==> config.mk <==
export PLATFORM = sky130hd
export DESIGN_NAME = debug_readout_sequencer_flat
export DESIGN_NICKNAME = d
export VERILOG_FILES = /design/src/rtl/debug_readout_sequencer_if.sv /design/src/rtl/debug_readout_sequencer.sv /design/src/flat_wrapper.sv
export SDC_FILE = /design/constraint.sdc
export NUM_CORES = 1
export LEC_CHECK = 0
export BUFFER_PORTS_ARGS = -buffer_cell sky130_fd_sc_hd__buf_2
export CAP_MARGIN = 20
export CORE_AREA = 2 2 433 435
export DETAILED_ROUTE_END_ITERATION = 12
export DIE_AREA = 0 0 435 437
export SLEW_MARGIN = 15
export SYNTH_ARGS = -nofsm -noshare
export SYNTH_HDL_FRONTEND = slang
export SYNTH_SLANG_ARGS = --single-unit
==> constraint.sdc <==
create_clock -name clock -period 10.9 [get_ports clock]
set_input_delay 1.635 -clock clock [delete_from_list [all_inputs] [get_ports clock]]
set_output_delay 1.635 -clock clock [all_outputs]
set_load 0.03 [all_outputs]
==> src/rtl/debug_readout_sequencer_if.sv <==
// Word stream between the debug readout sequencer (master) and the hex text renderer (slave).
interface debug_readout_sequencer_if;
  logic        outWordValid;
  logic        inWordReady;
  logic [63:0] outWordData;
  logic [2:0]  outWordIndex;
  logic        outWordLast;

  modport master (
    output outWordValid,
    input  inWordReady,
    output outWordData,
    output outWordIndex,
    output outWordLast
  );

  modport slave (
    input  outWordValid,
    output inWordReady,
    input  outWordData,
    input  outWordIndex,
    input  outWordLast
  );
endinterface

==> src/rtl/debug_readout_sequencer.sv <==
// Snapshots one debug source per frame tick and streams status + four debug words to the overlay.
// Optional feature macro: DEBUG_AUTOCYCLE_EN (automatic source advance every AUTOCYCLE_FRAMES ticks).
module debug_readout_sequencer #(
  parameter int NUM_SYSTEMS      = 4,
  parameter int AUTOCYCLE_FRAMES = 60
) (
  input  logic                      clock,
  input  logic                      reset,
  input  logic                      inJoypadUp_tick,
  input  logic                      inJoypadDown_tick,
  input  logic                      inJoypadSelect_tick,
  input  logic                      inFrameStart_tick,
  input  logic [7:0]                statusInfo,
  input  logic [64*NUM_SYSTEMS-1:0] inDebugA,
  input  logic [64*NUM_SYSTEMS-1:0] inDebugB,
  input  logic [64*NUM_SYSTEMS-1:0] inDebugC,
  input  logic [64*NUM_SYSTEMS-1:0] inDebugD,
  debug_readout_sequencer_if.master word_if,
  output logic [3:0]                outSelectedSystem,
  output logic                      outFrozen,
  output logic [7:0]                outOverrunCount
);

  if (NUM_SYSTEMS < 2 || NUM_SYSTEMS > 16) begin : g_bad_num_systems
    $error("debug_readout_sequencer: NUM_SYSTEMS must be 2..16");
  end
  if (AUTOCYCLE_FRAMES < 2 || AUTOCYCLE_FRAMES > 255) begin : g_bad_autocycle
    $error("debug_readout_sequencer: AUTOCYCLE_FRAMES must be 2..255");
  end

  localparam logic [3:0] SEL_MAX = 4'(NUM_SYSTEMS - 1);

  typedef enum logic {
    IDLE   = 1'b0,
    STREAM = 1'b1
  } state_t;

  state_t      state_reg, state_next;
  logic [2:0]  idx_reg, idx_next;
  logic [3:0]  sel_reg, sel_next;
  logic        frozen_reg, frozen_next;
  logic [7:0]  overrun_reg, overrun_next;
  logic        load;
  logic        word_valid;

  logic [63:0] buf_reg  [0:4];
  logic [63:0] cap_word [0:4];

  // Sources padded to 16 so the 4-bit selection indexes them without width games.
  logic [63:0] dbg_a [0:15];
  logic [63:0] dbg_b [0:15];
  logic [63:0] dbg_c [0:15];
  logic [63:0] dbg_d [0:15];

  for (genvar gi = 0; gi < 16; gi++) begin : g_src
    if (gi < NUM_SYSTEMS) begin : g_live
      assign dbg_a[gi] = inDebugA[64*gi +: 64];
      assign dbg_b[gi] = inDebugB[64*gi +: 64];
      assign dbg_c[gi] = inDebugC[64*gi +: 64];
      assign dbg_d[gi] = inDebugD[64*gi +: 64];
    end else begin : g_pad
      assign dbg_a[gi] = 64'h0;
      assign dbg_b[gi] = 64'h0;
      assign dbg_c[gi] = 64'h0;
      assign dbg_d[gi] = 64'h0;
    end
  end

  // Capture uses the registered selection, so a same-edge joypad change lands after the snapshot.
  assign cap_word[0] = {4'h0, sel_reg, 48'h0, statusInfo};
  assign cap_word[1] = dbg_a[sel_reg];
  assign cap_word[2] = dbg_b[sel_reg];
  assign cap_word[3] = dbg_c[sel_reg];
  assign cap_word[4] = dbg_d[sel_reg];

  for (genvar gi = 0; gi < 5; gi++) begin : g_buf
    always_ff @(posedge clock or posedge reset) begin
      if (reset) begin
        buf_reg[gi] <= 64'h0;
      end else if (load) begin
        buf_reg[gi] <= cap_word[gi];
      end
    end
  end

  always_comb begin
    state_next   = state_reg;
    idx_next     = idx_reg;
    overrun_next = overrun_reg;
    load         = 1'b0;
    case (state_reg)
      IDLE: begin
        if (inFrameStart_tick) begin
          load       = !frozen_reg;
          state_next = STREAM;
          idx_next   = 3'd0;
        end
      end
      STREAM: begin
        if (inFrameStart_tick && overrun_reg != 8'hFF) begin
          overrun_next = overrun_reg + 8'd1;
        end
        if (word_if.inWordReady) begin
          if (idx_reg == 3'd4) begin
            state_next = IDLE;
            idx_next   = 3'd0;
          end else begin
            idx_next = idx_reg + 3'd1;
          end
        end
      end
      default: begin
        state_next = IDLE;
        idx_next   = 3'd0;
      end
    endcase
  end

  always_ff @(posedge clock or posedge reset) begin
    if (reset) begin
      state_reg   <= IDLE;
      idx_reg     <= 3'd0;
      overrun_reg <= 8'h00;
    end else begin
      state_reg   <= state_next;
      idx_reg     <= idx_next;
      overrun_reg <= overrun_next;
    end
  end

`ifdef DEBUG_AUTOCYCLE_EN
  localparam logic [7:0] AUTO_LAST = 8'(AUTOCYCLE_FRAMES - 1);
  logic [7:0] cnt_reg, cnt_next;
`endif

  always_comb begin
    sel_next    = sel_reg;
    frozen_next = frozen_reg ^ inJoypadSelect_tick;
    if (inJoypadUp_tick && !frozen_reg) begin
      if (sel_reg != SEL_MAX) begin
        sel_next = sel_reg + 4'd1;
      end
    end else if (inJoypadDown_tick && !frozen_reg) begin
      if (sel_reg != 4'd0) begin
        sel_next = sel_reg - 4'd1;
      end
    end
`ifdef DEBUG_AUTOCYCLE_EN
    cnt_next = cnt_reg;
    // A joypad press restarts the dwell and suppresses the wrap on the same edge.
    if (inJoypadUp_tick || inJoypadDown_tick) begin
      cnt_next = 8'd0;
    end else if (inFrameStart_tick && !frozen_reg) begin
      if (cnt_reg == AUTO_LAST) begin
        cnt_next = 8'd0;
        sel_next = (sel_reg == SEL_MAX) ? 4'd0 : sel_reg + 4'd1;
      end else begin
        cnt_next = cnt_reg + 8'd1;
      end
    end
`endif
  end

  always_ff @(posedge clock or posedge reset) begin
    if (reset) begin
      sel_reg    <= 4'd0;
      frozen_reg <= 1'b0;
    end else begin
      sel_reg    <= sel_next;
      frozen_reg <= frozen_next;
    end
  end

`ifdef DEBUG_AUTOCYCLE_EN
  always_ff @(posedge clock or posedge reset) begin
    if (reset) begin
      cnt_reg <= 8'd0;
    end else begin
      cnt_reg <= cnt_next;
    end
  end
`endif

  assign word_valid           = (state_reg == STREAM);
  assign word_if.outWordValid = word_valid;
  assign word_if.outWordData  = word_valid ? buf_reg[idx_reg] : 64'h0;
  assign word_if.outWordIndex = idx_reg;
  assign word_if.outWordLast  = (idx_reg == 3'd4);

  assign outSelectedSystem = sel_reg;
  assign outFrozen         = frozen_reg;
  assign outOverrunCount   = overrun_reg;

endmodule

==> src/flat_wrapper.sv <==
// flat-port wrapper written by rule: the top's interface ports become plain ports
module debug_readout_sequencer_flat 
#(
  parameter int NUM_SYSTEMS      = 4,
  parameter int AUTOCYCLE_FRAMES = 60
)
  (clock, reset, inJoypadUp_tick, inJoypadDown_tick, inJoypadSelect_tick, inFrameStart_tick, statusInfo, inDebugA, inDebugB, inDebugC, inDebugD, outSelectedSystem, outFrozen, outOverrunCount, word_if_outWordValid, word_if_inWordReady, word_if_outWordData, word_if_outWordIndex, word_if_outWordLast);
  debug_readout_sequencer_if word_if_i ();
  input  logic clock;
  input  logic reset;
  input  logic inJoypadUp_tick;
  input  logic inJoypadDown_tick;
  input  logic inJoypadSelect_tick;
  input  logic inFrameStart_tick;
  input  logic [7:0] statusInfo;
  input  logic [64*NUM_SYSTEMS-1:0] inDebugA;
  input  logic [64*NUM_SYSTEMS-1:0] inDebugB;
  input  logic [64*NUM_SYSTEMS-1:0] inDebugC;
  input  logic [64*NUM_SYSTEMS-1:0] inDebugD;
  output logic [3:0] outSelectedSystem;
  output logic outFrozen;
  output logic [7:0] outOverrunCount;
  output wire logic [$bits(word_if_i.outWordValid)-1:0] word_if_outWordValid;
  input wire logic [$bits(word_if_i.inWordReady)-1:0] word_if_inWordReady;
  output wire logic [$bits(word_if_i.outWordData)-1:0] word_if_outWordData;
  output wire logic [$bits(word_if_i.outWordIndex)-1:0] word_if_outWordIndex;
  output wire logic [$bits(word_if_i.outWordLast)-1:0] word_if_outWordLast;
  assign word_if_outWordValid = word_if_i.outWordValid;
  assign word_if_i.inWordReady = word_if_inWordReady;
  assign word_if_outWordData = word_if_i.outWordData;
  assign word_if_outWordIndex = word_if_i.outWordIndex;
  assign word_if_outWordLast = word_if_i.outWordLast;
  debug_readout_sequencer #(.NUM_SYSTEMS(NUM_SYSTEMS), .AUTOCYCLE_FRAMES(AUTOCYCLE_FRAMES)) u_core (.clock(clock), .reset(reset), .inJoypadUp_tick(inJoypadUp_tick), .inJoypadDown_tick(inJoypadDown_tick), .inJoypadSelect_tick(inJoypadSelect_tick), .inFrameStart_tick(inFrameStart_tick), .statusInfo(statusInfo), .inDebugA(inDebugA), .inDebugB(inDebugB), .inDebugC(inDebugC), .inDebugD(inDebugD), .word_if(word_if_i), .outSelectedSystem(outSelectedSystem), .outFrozen(outFrozen), .outOverrunCount(outOverrunCount));
endmodule
Word level (Yosys, flattened, before mapping). Index checks and enable logic that the tools add are counted.

Reduce and logical (&&, ||, !) cells: 10. Mux-type cells: 30. Equality and inequality tests: 6. Magnitude comparators: 2. $add $sub $neg: 4. Bitwise logic cells: 4.

Operators by type and width (number): 64-bit binary-select mux with 4-bit select (4); 64-bit two-way mux (11); 64-bit binary-select mux with 3-bit select (1); 4-bit two-way mux (4); 3-bit two-way mux (3); 8-bit by 1-bit adder with 8-bit output (second input constant) (1); 8-bit != test (second input constant) (1); 2-bit != test (second input constant) (3); 3-bit case mux with 2 select lines (1); 5-bit >= comparator (second input constant) (1); 1-bit two-way mux (5); 4-bit NOT with 5-bit output (1); 4-bit by 1-bit adder with 4-bit output (second input constant) (1); 4-bit >= comparator (second input constant) (1); 4-bit by 2-bit != test with 1-bit output (second input constant) (1); 3-bit NOT with 4-bit output (1); 2-bit AND reduction (2); 2-bit nonzero test (2); 4-bit nonzero test (1); 4-bit by 1-bit subtractor with 4-bit output (second input constant) (1); 3-bit by 1-bit adder with 3-bit output (second input constant) (1); 3-bit equality test (second input constant) (1); 1-bit logical AND (3); 3-bit AND reduction (1); other kinds (4) (4).

Output and inout port bits: 82. Flip-flop bits (word level): 285. Logic and storage cells: 66. Bits of input ports: 1039.

Depth between registers and ports, before layout. Gate-level depths: netlist (run 1).

Depth after elaboration: 5. Gate-level depth with buffers: 10. Gate-level depth less buffers: 6.

Worst setup path after synthesis (run 1). OpenSTA, ideal clock, no wires.

Path type: reg-to-output. Start: register u_core.idx_reg[2] (netlist: u_core.word_if.outWordIndex[2]). End: output port word_if_outWordData[4]. Path buffers: 3. Cell stages (with the launch flop): 7. Arrival: 1.875 ns. Setup slack: 7.390 ns. Data required time: 9.265 ns. Path through: dfrtp_1 clkbuf_1 nor3b_1 buf_2 buf_4 a22oi_1 nor2b_1.

Cells in the longest elaborated chain, start to end: 5.

Ends and longest elaborated chain: start, declared (RTL line debug_readout_sequencer.sv:39) `logic [2:0] idx_reg, idx_next;`; start signal, assigned (RTL line debug_readout_sequencer.sv:126) `idx_reg <= idx_next;`; 3-bit NOT with 4-bit output (not written as such) (RTL line debug_readout_sequencer.sv:186) `assign word_if.outWordData = word_valid ? buf_reg[idx_reg] : 64'h0;`; 64-bit binary-select mux with 3-bit select (RTL line debug_readout_sequencer.sv:186); 64-bit two-way mux (not written as such) (2 in series) (RTL line debug_readout_sequencer.sv:186); 64-bit two-way mux (RTL line debug_readout_sequencer.sv:186); end, declared (RTL line flat_wrapper.sv:25) `output wire logic [$bits(word_if_i.outWordData)-1:0] word_if_outWordData;`.

No other way between the ends. The select of a mux whose other input is x is not followed.

Final worst setup path (run 1).
Start: register u_core.idx_reg[1] (netlist: u_core.word_if.outWordIndex[1]). End: output port word_if_outWordData[40].

The elaborated chain is that of the path after synthesis.

==> results by group, run 1 <==
Timing
  • Final clock skew: around 0.015 ns
  • Shortest period the worst path allows: just under 6 ns
  • Smallest hold slack: between 0.5 and 0.6 ns
  • RSZ-0062 raised after global routing: false
  • Max-slew violation total from the final report: 0
  • Worst Tran Pin Value: ~1.4 ns
  • Share of the cycle needed by the critical path after routing: approximately 54%
  • Maximum achievable frequency: around 170 MHz
  • Max transition margin: under 10%
  • Number of hold violations in the final report: 0
  • Final number of setup-violating endpoints: 0
  • Setup TNS after final layout: 0 ns
  • Setup WS post-layout: about 5.1 ns

Synthesis
  • Syn_nets: around 2400
  • Proportion of register bits with asynchronous set or reset after synthesis: 100.0%
  • Cell variety after synth: 36
  • Sequential element share of the synthesized area: approximately 38%
  • Number of synthesized register bits: approximately 290
  • Post-synthesis area per instance: between 10 and 15 um2
  • Number of synthesized flops with an enable pin: 0
  • Synthesized instance count: about 1300
  • Top_reg_cell synth: sky130_fd_sc_hd__dfrtp_1
  • Total standard cell area after synthesis: roughly 19000 um2
  • Synthesis warning total: 0

Routing
  • WL/cell: ~26 um
  • Drt drc: 0
  • First-pass iteration count of the detailed router: 5
  • Number of vias after detailed routing: ~19000
  • Vias per inst: 3.851
  • Starting DRC count in detailed routing: ~1600
  • Number of nets still failing antenna checks after routing: 0
  • Overall routed net length: ~130 mm

Clock tree
  • Htree depth: 2
  • Clk sinks: 285
  • Hold buffers post-CTS: 0
  • Maximum buffer depth of the clock tree: 3
  • TritonCTS Buffers: 40
  • Clock edge transition at the registers on the reported setup and hold paths: about 0.060 ns
  • Count of cells resized by post-cts repair: 0
  • Root Buffer Master: sky130_fd_sc_hd__clkbuf_16
  • Post-CTS setup buffer count: 0
  • Clock latency of the later-clocked register in the worst-skew pair: about 0.59 ns
  • TritonCTS clock tree: built

Global route
  • First-pass GRT wire length: approximately 170 mm
  • Met2 routing resource usage after global routing: between 10% and 20%
  • Largest net degree at the start of global routing: about 150
  • Met1 Use GR: between 15 and 20%
  • Vias in the first global route: between 15000 and 20000
  • Most utilized layer in the global route result: met2
  • Total congestion overflow: 0
  • Aggregate global-route resource usage: approximately an eighth
  • Antenna violations before repair: 99
  • Routing usage on met3: ~4.5%

Critical path
  • Endpoint of the worst register-to-register path: u_core.buf_reg[22]
  • Endpoint class of the critical path: output port
  • Startpoint of the worst register-to-register path: u_core.word_if.outWordValid
  • Data required time at the worst endpoint: between 9 and 10 ns
  • Maximum net fanout on the critical path: 40
  • Register-to-Register Path Depth: 7
  • Worst EP arrival: between 4 and 5 ns
  • Start-to-end type of the worst setup path: flop to output port
  • Reg2reg setup slack: ~7 ns
  • Startpoint types: flop

Floorplan
  • Full die area: roughly 190000 um2
  • Top-Level Pins: about 1100
  • Die height: 437 um
  • Starting Density: about a tenth
  • Horizontal die dimension: 435 um
  • Floorplan row count: around 160
  • Area of the core: 185000 um2

Placement
  • Pre-CTS setup slack: approximately 5.5 ns
  • Post-detailed-placement half-perimeter wirelength: just over 100 mm
  • Weighted congestion at the end of routability-driven global placement: between 1 and 1.5
  • Number of input and output port buffers inserted: approximately 1100

Outcome
  • Outcome: finished, final reports clean

Finish
  • Nets: approximately 3400
  • Max reg flops: roughly 270
  • Area grow syn2layout: 50.21%
  • Ratio of cells with drive above 1 in the final layout: roughly two thirds

Worst hold path
  • Hold crit path type: flop to flop
  • End point of the most critical hold path: u_core.buf_reg[118]
  • Launch instance of the worst min-delay path: u_core.buf_reg[118]
  • Hold Path Cell Cnt: 1

Pwr
  • Maximum resistive drop on vdd: 0.0003186 V
  • Cell Pwr Density: 257.8 nW/um2
  • Static leakage: 12.60 nW

Run
  • Number of violations of the max-capacitance limit: 0
cells in the final DEF, fill, tap and decap left out, drive strengths merged, types with 2 or more instances in the layout:
| cell type | n |
|---|---|
| clkinvlp | 4 |
| nor2b | 13 |
| nor2 | 6 |
| bufinv | 3 |
| inv | 6 |
| a22oi | 64 |
| diode | 34 |
| clkbuf | 55 |
| nand3 | 6 |
| mux4 | 268 |
| dfrtp | 285 |
| buf | 1144 |
| ha | 5 |
| a31oi | 3 |
| xor2 | 3 |
| o21ai | 54 |
| and2 | 53 |
| nand4 | 3 |
| mux2i | 2 |
| a21oi | 4 |
| mux2 | 69 |
| nor3 | 3 |
| a22o | 256 |
| clkinv | 7 |
| nand2 | 63 |
| xnor2 | 5 |
how the worst max path moves through the flow:
stage	endpoint	from	cells after the start
3_3_place_gp	word_if_outWordData[49]	u_core.word_if.outWordIndex[1]	6
6_report	word_if_outWordData[40]	u_core.word_if.outWordIndex[1]	6
3_5_place_dp	word_if_outWordData[49]	u_core.word_if.outWordIndex[1]	6
4_1_cts	word_if_outWordData[49]	u_core.word_if.outWordIndex[1]	6
5_1_grt	word_if_outWordData[49]	u_core.word_if.outWordIndex[1]	6
2_1_floorplan	u_core.buf_reg[0]	reset	1
power by group:
| part | switching, W | internal [W] | total [W] | leakage (nW) |
|---|---|---|---|---|
| sequential | 0.000624 | 0.00151 | 0.00214 | 3.84 |
| combinational | 0.00201 | 0.00177 | 0.00379 | 8.10 |
| clock | 0.000575 | 0.000830 | 0.00141 | 0.667 |
| total | 0.00321 | 0.00412 | 0.00733 | 12.6 |
layer usage:
layer	wire length (um)	share of wire, %
met5	272	0.21
met4	4209	3.3
met3	13380	11
met2	57460	45
met1	51240	40
logic make-up (layout without fill, tap and decap cells):
logic type,after synthesis,count (layout),synth area share [%]
flip-flops,285,285,37.67
AO/OA/AOI/OAI,385,385,16.21
adder cells (fa/ha/maj),6,6,0.4362
AND/OR/NAND/NOR,151,151,4.091
XOR/XNOR,8,8,0.3701
multiplexers,339,339,36.09
other,0,34,0
buffers and inverters,168,1219,5.122
critical path, stage by stage, from the launching register on:
cell and delay (ns):
sky130_fd_sc_hd__dfrtp_4 0.91, sky130_fd_sc_hd__nor2b_4 0.48, sky130_fd_sc_hd__buf_4 0.76, sky130_fd_sc_hd__a22oi_1 0.24, sky130_fd_sc_hd__o21ai_0 0.64, sky130_fd_sc_hd__and2_1 0.26, sky130_fd_sc_hd__buf_2 0.21
synth_stat cells, types with 6 or more instances:
cell type | count | area (um2)
sky130_fd_sc_hd__a22o_1 | 256 | 2242
sky130_fd_sc_hd__a22oi_1 | 64 | 480.5
sky130_fd_sc_hd__and2_1 | 53 | 331.6
sky130_fd_sc_hd__buf_2 | 73 | 365.4
sky130_fd_sc_hd__buf_4 | 14 | 105.1
sky130_fd_sc_hd__buf_6 | 26 | 292.8
sky130_fd_sc_hd__clkbuf_1 | 48 | 180.2
sky130_fd_sc_hd__dfrtp_1 | 285 | 7132
sky130_fd_sc_hd__mux2_2 | 69 | 777.0
sky130_fd_sc_hd__mux4_2 | 268 | 6036
sky130_fd_sc_hd__nand2_1 | 62 | 232.7
sky130_fd_sc_hd__nand3_1 | 6 | 30.03
sky130_fd_sc_hd__nor2_1 | 6 | 22.52
sky130_fd_sc_hd__nor2b_1 | 13 | 81.33
sky130_fd_sc_hd__o21ai_0 | 54 | 270.3
through the flow:
step	instance area [um2]	utilization, %	total power [W]	std cells
detailed placement	26980	14.58	0.006015	4802
CTS	28350	15.32	0.007490	4873
global placement	26980	14.58	0.005985	4802
floorplan	18930	-	0.004476	1342
finish	28440	15.37	0.007329	4907
global route	28400	15.35	0.007760	4894
layout make-up:
type                            instances  area [um2]
Fill cell                           20600      156600
Multi-Input combinational cell        889       10860
Sequential cell                       285        7154
Timing Repair Buffer                 1144        5836
Tap cell                             2480        3103
Clock buffer                           55        1179
Clock inverter                         16       195.2
Antenna cell                           34       85.08
Inverter                                4       22.52
(Power assumes the default switching activity.)
==> run 2, diff against run 1 <==
==> constraint.sdc (replaced) <==
create_clock -name clock -period 5.8 [get_ports clock]
set_input_delay 0.87 -clock clock [delete_from_list [all_inputs] [get_ports clock]]
set_output_delay 0.87 -clock clock [all_outputs]
set_load 0.03 [all_outputs]
==> results by group, run 2 (same netlist as run 1, synthesis figures left out) <==
Outcome
  • Outcome: finished, final reports clean

Floorplan
  • Area of the core: 185000 um2 (unchanged)
  • Full die area: 190100 um2 (unchanged)
  • Floorplan row count: 158 (unchanged)
  • Top-Level Pins: 1121 (unchanged)
  • Horizontal die dimension: 435 um (unchanged)
  • Starting Density: 10.23% (unchanged)
  • Die height: 437 um (unchanged)

Critical path
  • Standard cell with the maximum stage delay on the critical path: sky130_fd_sc_hd__nor2b_4
  • Data required time at the worst endpoint: 4.93 ns (-4.34 ns)
  • Endpoint of the worst register-to-register path: u_core.buf_reg[27]
  • Reg2reg setup slack: 2.46 ns (-4.53 ns)
  • Endpoint class of the critical path: output port
  • Cell Chain, Critical Path: nor2b_4 -> a22oi_1 -> o21ai_0 -> and2_1 -> buf_2
  • Start-to-end type of the worst setup path: flop to output port
  • Startpoint types: flop
  • Maximum net fanout on the critical path: 38 (-5.0%)
  • Origin of the worst setup path: u_core.word_if.outWordIndex[1]
  • Register-to-Register Path Depth: 5 (-2)
  • Crit-path max cell delay: 1.03 ns (+0.12 ns)
  • Startpoint of the worst register-to-register path: u_core.word_if.outWordValid
  • Worst EP arrival: 3.81 ns (-0.40 ns)

Run
  • Number of violations of the max-capacitance limit: 0 (unchanged)

Timing
  • Max transition margin: 23.93% (+18 points)
  • Smallest hold slack: 0.4428 ns (-0.05919 ns)
  • Maximum achievable frequency: between 200 and 250 MHz
  • Final clock skew: 0.02500 ns (+0.009600 ns)
  • Final number of setup-violating endpoints: 0 (unchanged)
  • Setup TNS after final layout: 0 ns (unchanged)
  • Max-slew violation total from the final report: 0 (unchanged)
  • Number of hold violations in the final report: 0 (unchanged)
  • Share of the cycle needed by the critical path after routing: around four fifths
  • Worst Tran Pin Value: 1.139 ns (-0.2704 ns)
  • Shortest period the worst path allows: about 4.7 ns
  • RSZ-0062 raised after global routing: false

Finish
  • Nets: 3420 (+0.32%)
  • Layout Cell Area excl Fill: 28490 um2 (+0.20%)
  • Max reg flops: 268 (unchanged)
  • Leading cell type in the layout, fill and taps excluded: sky130_fd_sc_hd__buf_2
  • Ratio of cells with drive above 1 in the final layout: 65.20% (-0.078 points)
  • Area grow syn2layout: 50.51%
  • Most frequent cells in the layout: sky130_fd_sc_hd__buf_2, sky130_fd_sc_hd__dfrtp_1, sky130_fd_sc_hd__mux4_2, sky130_fd_sc_hd__a22o_1, sky130_fd_sc_hd__mux2_2

Clock tree
  • Maximum buffer depth of the clock tree: 3 (unchanged)
  • Count of cells resized by post-cts repair: 0 (unchanged)
  • Root Buffer Master: sky130_fd_sc_hd__clkbuf_16
  • Hold buffers post-CTS: 0 (unchanged)
  • Clock edge transition at the registers on the reported setup and hold paths: 0.07 ns (about the same)
  • Post-CTS setup buffer count: 0 (unchanged)
  • TritonCTS clock tree: built
  • TritonCTS Buffers: 36 (-10%)
  • Clk sinks: 285 (unchanged)
  • Htree depth: 2 (unchanged)
  • Clock latency of the later-clocked register in the worst-skew pair: 0.58 ns (about the same)

Worst hold path
  • Hold crit path type: input pin to async pin

Routing
  • Vias per inst: 3.853 (about the same)
  • Wire length the detailed router placed on met1: 51.37 mm (+0.26%)
  • Drt drc: 0 (unchanged)
  • Sum of met2 wire segment lengths after detailed routing: 58.96 mm (+2.6%)
  • First-pass iteration count of the detailed router: 8 (+3)
  • Number of vias after detailed routing: 18960 (+0.36%)
  • WL/cell: 26.73 um (+3.6%)
  • Met3 layer wire length in the routed design: 15.64 mm (+17%)
  • Starting DRC count in detailed routing: 1686 (+4.9%)
  • Overall routed net length: 131.6 mm (+4.0%)
  • Highest metal layer with signal wires: met5
  • Number of nets still failing antenna checks after routing: 0 (unchanged)

Pwr
  • Static leakage: 12.62 nW (+0.14%)
  • Clock share of power: 17.6% (-1.6 points)
  • Reported net switching power: 0.006076 W (+89%)
  • Portion of total power attributed to combinational logic: 52.5% (+0.9 points)
  • Sequential share of power: 29.9% (+0.7 points)
  • Maximum resistive drop on vdd: 0.0002787 V (-13%)
  • Internal Power: 0.007660 W (+86%)
  • Switching share of power: 44.24% (+0.41 points)
  • Cell Pwr Density: 482.1 nW/um2 (+87%)

Placement
  • Weighted congestion at the end of routability-driven global placement: 1.016 (-0.89%)
  • Placed instance area: 27180 um2 (+0.75%)
  • Number of input and output port buffers inserted: 1120 (unchanged)
  • Post-detailed-placement half-perimeter wirelength: 109.1 mm (+5.3%)

Global route
  • Largest net degree at the start of global routing: 109 (-29%)
  • Aggregate global-route resource usage: 13.19% (+0.48 points)
  • Vias in the first global route: 18890 (-0.65%)
  • First-pass GRT wire length: 170.2 mm (+2.2%)
  • Total congestion overflow: 0 (unchanged)
  • Antenna violations before repair: 109 (+10%)
[run 2: worst max-delay path, delay by kind of cell (launching register included)]
kind / cells / cell delay, ns
AOI/OAI and AO/OA: 2 / 0.77
buffers and inverters: 1 / 0.21
DFF: 1 / 0.91
and+or+nand+nor: 2 / 1.25
[run 2: power groups by stage]
| stage | Combinational [W] | Clock [W] | Sequential (W) |
|---|---|---|---|
| after floorplan | 0.00512 | 0 | 0.00329 |
| after global placement | 0.00720 | 0 | 0.00419 |
| after detailed placement | 0.00727 | 0 | 0.00419 |
| after CTS | 0.00730 | 0.00252 | 0.00416 |
| after global routing | 0.00766 | 0.00257 | 0.00422 |
| final | 0.00721 | 0.00241 | 0.00411 |
[run 2: area by class of cell]
class / count / area (um2)
tap: 2480 / 3103
timing repair buffer: 1159 / 6036
multi-input combinational: 889 / 10870
antenna: 40 / 100.1
clock buffer: 54 / 1060
fill: 20630 / 156500
clock inverter: 11 / 153.9
inverter: 4 / 18.77
sequential: 285 / 7154
[run 2: stage by stage]
step / instances / power, W / worst slack, ns / utilization [%]
after global placement: 4816 / 0.01139 / 1.619 / 14.68
after CTS: 4882 / 0.01398 / 0.8982 / 15.34
after detailed placement: 4817 / 0.01146 / 1.584 / 14.69
after floorplan: 1342 / 0.008412 / 1.153 / -
final: 4922 / 0.01374 / 1.117 / 15.40
after global routing: 4898 / 0.01446 / 0.9220 / 15.37
[run 2: how the worst max path moves through the flow]
stage	endpoint	slack (ns)	depth (start not counted)
6_report	word_if_outWordData[34]	1.12	5
5_1_grt	word_if_outWordData[54]	0.92	6
4_1_cts	word_if_outWordData[54]	0.90	6
3_5_place_dp	word_if_outWordData[54]	1.58	6
3_3_place_gp	word_if_outWordData[54]	1.62	6
2_1_floorplan	u_core.buf_reg[0]	1.15	1
[run 2: layer usage]
metal  vias up  global-route usage [%]
li1       7664                       -
met1      9770                   16.01
met2      1217                   20.23
met3       261                   6.122
met4        52                   4.928
met5         -                       0
==> run 3, diff against run 2 <==
--- a/config.mk
+++ b/config.mk
@@ -5,11 +5,12 @@
 export SDC_FILE = /design/constraint.sdc
 export NUM_CORES = 1
 export LEC_CHECK = 0
+export ABC_AREA = 1
 export BUFFER_PORTS_ARGS = -buffer_cell sky130_fd_sc_hd__buf_2
 export CAP_MARGIN = 20
-export CORE_AREA = 2 2 433 435
+export CORE_AREA = 2 2 440 442
 export DETAILED_ROUTE_END_ITERATION = 12
-export DIE_AREA = 0 0 435 437
+export DIE_AREA = 0 0 442 444
 export SLEW_MARGIN = 15
 export SYNTH_ARGS = -nofsm -noshare
 export SYNTH_HDL_FRONTEND = slang
==> constraint.sdc (replaced) <==
create_clock -name clock -period 3.8 [get_ports clock]
set_input_delay 0.57 -clock clock [delete_from_list [all_inputs] [get_ports clock]]
set_output_delay 0.57 -clock clock [all_outputs]
set_load 0.03 [all_outputs]
==> results by group, run 3 <==
Finish
  • Area grow syn2layout: 45.32%
  • Most frequent cells in the layout: sky130_fd_sc_hd__nand2_1, sky130_fd_sc_hd__buf_2, sky130_fd_sc_hd__nand3_1, sky130_fd_sc_hd__inv_1, sky130_fd_sc_hd__a21oi_1
  • Nets: 5686 (+66%)
  • Leading cell type in the layout, fill and taps excluded: sky130_fd_sc_hd__nand2_1
  • Fraction of the core area covered by cells at the end of the flow: 16.71% (+1.3 points)
  • Max reg flops: 268 (unchanged)
  • Ratio of cells with drive above 1 in the final layout: 27.45% (-38 points)

Timing
  • RSZ-0062 raised after global routing: false
  • Final number of setup-violating endpoints: 0 (unchanged)
  • Number of hold violations in the final report: 0 (unchanged)
  • Max-slew violation total from the final report: 0 (unchanged)
  • Final clock skew: 0.04592 ns (+0.02092 ns)
  • Smallest hold slack: 0.07621 ns (-0.3666 ns)
  • Maximum achievable frequency: around 270 MHz
  • Share of the cycle needed by the critical path after routing: between 90% and 100%
  • Worst Tran Pin Value: 1.068 ns (-0.07008 ns)
  • Max transition margin: 28.29% (+4.4 points)
  • Shortest period the worst path allows: about 3.7 ns

Critical path
  • Endpoint class of the critical path: output port
  • Standard cell with the maximum stage delay on the critical path: sky130_fd_sc_hd__buf_4
  • Startpoint of the worst register-to-register path: u_core.outSelectedSystem[0]
  • Maximum net fanout on the critical path: 59 (+55%)
  • Crit-path max cell delay: 0.63 ns (-0.40 ns)
  • Reg2reg setup slack: 1.34 ns (-1.12 ns)
  • Register-to-Register Path Depth: 9 (+4)
  • Total buffers and inverters traversed by the critical path: 2 (+1)
  • Top cell family by delay on the critical path: buffers and inverters
  • Endpoint of the worst register-to-register path: u_core.outSelectedSystem[1]
  • Start-to-end type of the worst setup path: flop to output port
  • Startpoint types: flop
  • Worst EP arrival: 3.12 ns (-0.69 ns)
  • Cell Chain, Critical Path: buf_4 -> nand2_1 -> nand2_1 -> nand2_1 -> nand2_1 -> nand2_1 -> a21oi_1 -> buf_2
  • Data required time at the worst endpoint: 3.23 ns (-1.70 ns)
  • Path length in cells of the critical path: 8 (+3)
  • Dominant cell type by count on the critical path: sky130_fd_sc_hd__nand2_1

Synthesis
  • Cell variety after synth: 24 (-33%)
  • Post-synthesis area per instance: 5.973 um2 (-58%)
  • Area fraction in compound gates after synthesis: 13.42% (-2.8 points)
  • Library cell with the highest instance count after synthesis: sky130_fd_sc_hd__nand2_1
  • XOR/XNOR share of the synthesized area: 0.2385% (-0.13 points)
  • Number of synthesized flops with an enable pin: 0 (unchanged)
  • Post-synthesis mux area share: 0.4599% (-36 points)
  • Synthesized instance count: 3689 (+170%)
  • Ranking of synthesized cells by instance count: sky130_fd_sc_hd__nand2_1, sky130_fd_sc_hd__nand3_1, sky130_fd_sc_hd__inv_1, sky130_fd_sc_hd__a21oi_1, sky130_fd_sc_hd__dfrtp_1
  • Dominant cells by area after synthesis: sky130_fd_sc_hd__dfrtp_1, sky130_fd_sc_hd__nand2_1, sky130_fd_sc_hd__nand3_1
  • Proportion of register bits with asynchronous set or reset after synthesis: 100.0% (unchanged)
  • Fraction of post-synthesis cell area in the top cell type by area: 32.37% (-5.3 points)
  • Total standard cell area after synthesis: 22030 um2 (+16%)
  • Sequential element share of the synthesized area: 32.37% (-5.3 points)
  • Syn_nets: 4734 (+98%)
  • Share of synthesized cell area in and, or, nand and nor gates: 39.30% (+35 points)
  • Post-Synth Adder-Cell Area: 0.3748% (-0.061 points)
  • Top_reg_cell synth: sky130_fd_sc_hd__dfrtp_1
  • Synthesis warning total: 0 (unchanged)
  • Largest family of logic cells by synthesized area: simple AND/OR/NAND/NOR gates
  • Cell taking the most area after synthesis: sky130_fd_sc_hd__dfrtp_1
  • Number of synthesized register bits: 285 (unchanged)

Routing
  • Vias per inst: 3.989 (+3.5%)
  • Number of nets still failing antenna checks after routing: 0 (unchanged)
  • WL/cell: 25.93 um (-3.0%)
  • First-pass iteration count of the detailed router: 6 (-2)
  • Number of vias after detailed routing: 28940 (+53%)
  • Drt drc: 0 (unchanged)
  • Starting DRC count in detailed routing: 3447 (+100%)
  • Overall routed net length: 188.1 mm (+43%)

Clock tree
  • TritonCTS Buffers: 39 (+8.3%)
  • Maximum buffer depth of the clock tree: 3 (unchanged)
  • Clock latency of the later-clocked register in the worst-skew pair: 0.62 ns (+0.04 ns)
  • Clock edge transition at the registers on the reported setup and hold paths: 0.06 ns (about the same)
  • Htree depth: 2 (unchanged)
  • Post-CTS setup buffer count: 0 (unchanged)
  • Clk sinks: 285 (unchanged)
  • TritonCTS clock tree: built
  • Root Buffer Master: sky130_fd_sc_hd__clkbuf_16

Global route
  • First-pass GRT wire length: 243.3 mm (+43%)
  • Aggregate global-route resource usage: 18.36% (+5.2 points)
  • Vias in the first global route: 26750 (+42%)
  • Total congestion overflow: 0 (unchanged)
  • Largest net degree at the start of global routing: 137 (+26%)
  • Antenna violations before repair: 71 (-35%)

Pwr
  • Switching share of power: 56.93% (+13 points)
  • Clock share of power: 16.9% (-0.7 points)
  • Portion of total power attributed to combinational logic: 59.8% (+7.3 points)
  • Reported net switching power: 0.01395 W (+130%)
  • Static leakage: 17.09 nW (+35%)
  • Maximum resistive drop on vdd: 0.0003717 V (+33%)
  • Internal Power: 0.01056 W (+38%)
  • Cell Pwr Density: 765.4 nW/um2 (+59%)
  • Sequential share of power: 23.4% (-6.5 points)

Placement
  • Number of input and output port buffers inserted: 1120 (unchanged)
  • Weighted congestion at the end of routability-driven global placement: 1.024 (+0.86%)
  • Post-detailed-placement half-perimeter wirelength: 160.4 mm (+47%)

Outcome
  • Outcome: finished, final reports clean

Worst hold path
  • Hold crit path type: input pin to async pin

Floorplan
  • Top-Level Pins: 1121 (unchanged)
  • Full die area: 196200 um2 (+3.2%)
  • Horizontal die dimension: 442 um (+1.6%)
  • Area of the core: 191600 um2 (+3.5%)
  • Die height: 444 um (+1.6%)
  • Starting Density: 11.50% (+1.3 points)
  • Floorplan row count: 161 (+1.9%)

Run
  • Number of violations of the max-capacitance limit: 0 (unchanged)
## run 3: changes by cell type in the layout (fill, tap and decap cells not counted), moves of 256 or more
cell                      delta
sky130_fd_sc_hd__a22o_1    -256
sky130_fd_sc_hd__a21oi_1   +316
sky130_fd_sc_hd__mux4_2    -268
sky130_fd_sc_hd__inv_1     +397
sky130_fd_sc_hd__nand3_1   +576
sky130_fd_sc_hd__nand2_1  +1443
## run 3: cell type report
cell class	instances	area (um2)
flip-flops and latches	285	7147
multi-input cells	2716	11870
fillers	22390	159600
repair buffers	1194	6795
well taps	2526	3161
diodes	56	140.1
inverters	405	1539
clock inverters	21	289.0
clock buffers	50	1077
## run 3: repair_timing
action,4_1_cts,5_1_grt
hold buffers,0,0
resized for setup,1,1
setup endpoints to repair,2,4
## run 3: kinds of logic (layout without fill, tap and decap cells)
logic type	count (synthesis)	count (layout)
simple gates	2105	2105
xor+xnor	6	6
flops	285	285
other cells	0	56
mux	9	9
fa+ha+maj	6	6
compound gates	590	590
buf+inv	688	1670
## run 3: worst max path at each step
stage	start	end	slack, ns
floorplan	reset	u_core.buf_reg[0]	-0.55
global placement	u_core.word_if.outWordIndex[0]	word_if_outWordData[6]	0.57
detailed placement	u_core.word_if.outWordIndex[0]	word_if_outWordData[3]	0.63
CTS	u_core.word_if.outWordIndex[0]	word_if_outWordData[6]	0.05
global route	u_core.word_if.outWordIndex[1]	word_if_outWordData[40]	0.01
finish	u_core.word_if.outWordIndex[0]	word_if_outWordData[3]	0.11
## run 3: per-stage QoR
stage | instances | power [W] | cell area, um2 | TNS [ns] | worst slack (ns)
6_report | 7253 | 0.02451 | 32020 | 0 | 0.1126
5_1_grt | 7243 | 0.02614 | 32000 | 0 | 0.01291
4_1_cts | 7197 | 0.02481 | 31880 | 0 | 0.05163
3_5_place_dp | 7126 | 0.02045 | 30510 | 0 | 0.6264
3_3_place_gp | 7126 | 0.02061 | 30510 | 0 | 0.5659
2_1_floorplan | 3689 | 0.01312 | 22040 | -155.97 | -0.5472
## run 3: metal layers
metal	up-vias	track usage, %	share of wire [%]
li1	13640	-	-
met1	13540	21.65	38
met2	1460	31.58	49
met3	266	4.385	8.0
met4	30	7.964	4.5
met5	-	0	0.11
## run 3: power by group through the flow
stage	registers, W	logic, W	clock network, W
floorplan	0.00462	0.00849	0
global placement	0.00585	0.0148	0
detailed placement	0.00583	0.0146	0
CTS	0.00580	0.0147	0.00432
global route	0.00582	0.0159	0.00439
finish	0.00572	0.0146	0.00414
## run 3: worst register-to-register path, stage by stage, from the launching register on
cell	delay, ns
sky130_fd_sc_hd__dfrtp_4	0.71
sky130_fd_sc_hd__inv_8	0.50
sky130_fd_sc_hd__buf_12	0.50
sky130_fd_sc_hd__nand2_1	0.14
sky130_fd_sc_hd__nand2_1	0.07
sky130_fd_sc_hd__nand3_1	0.09
sky130_fd_sc_hd__nand2_1	0.16
sky130_fd_sc_hd__inv_1	0.08
sky130_fd_sc_hd__nand2_1	0.06
sky130_fd_sc_hd__nand2_1	0.05
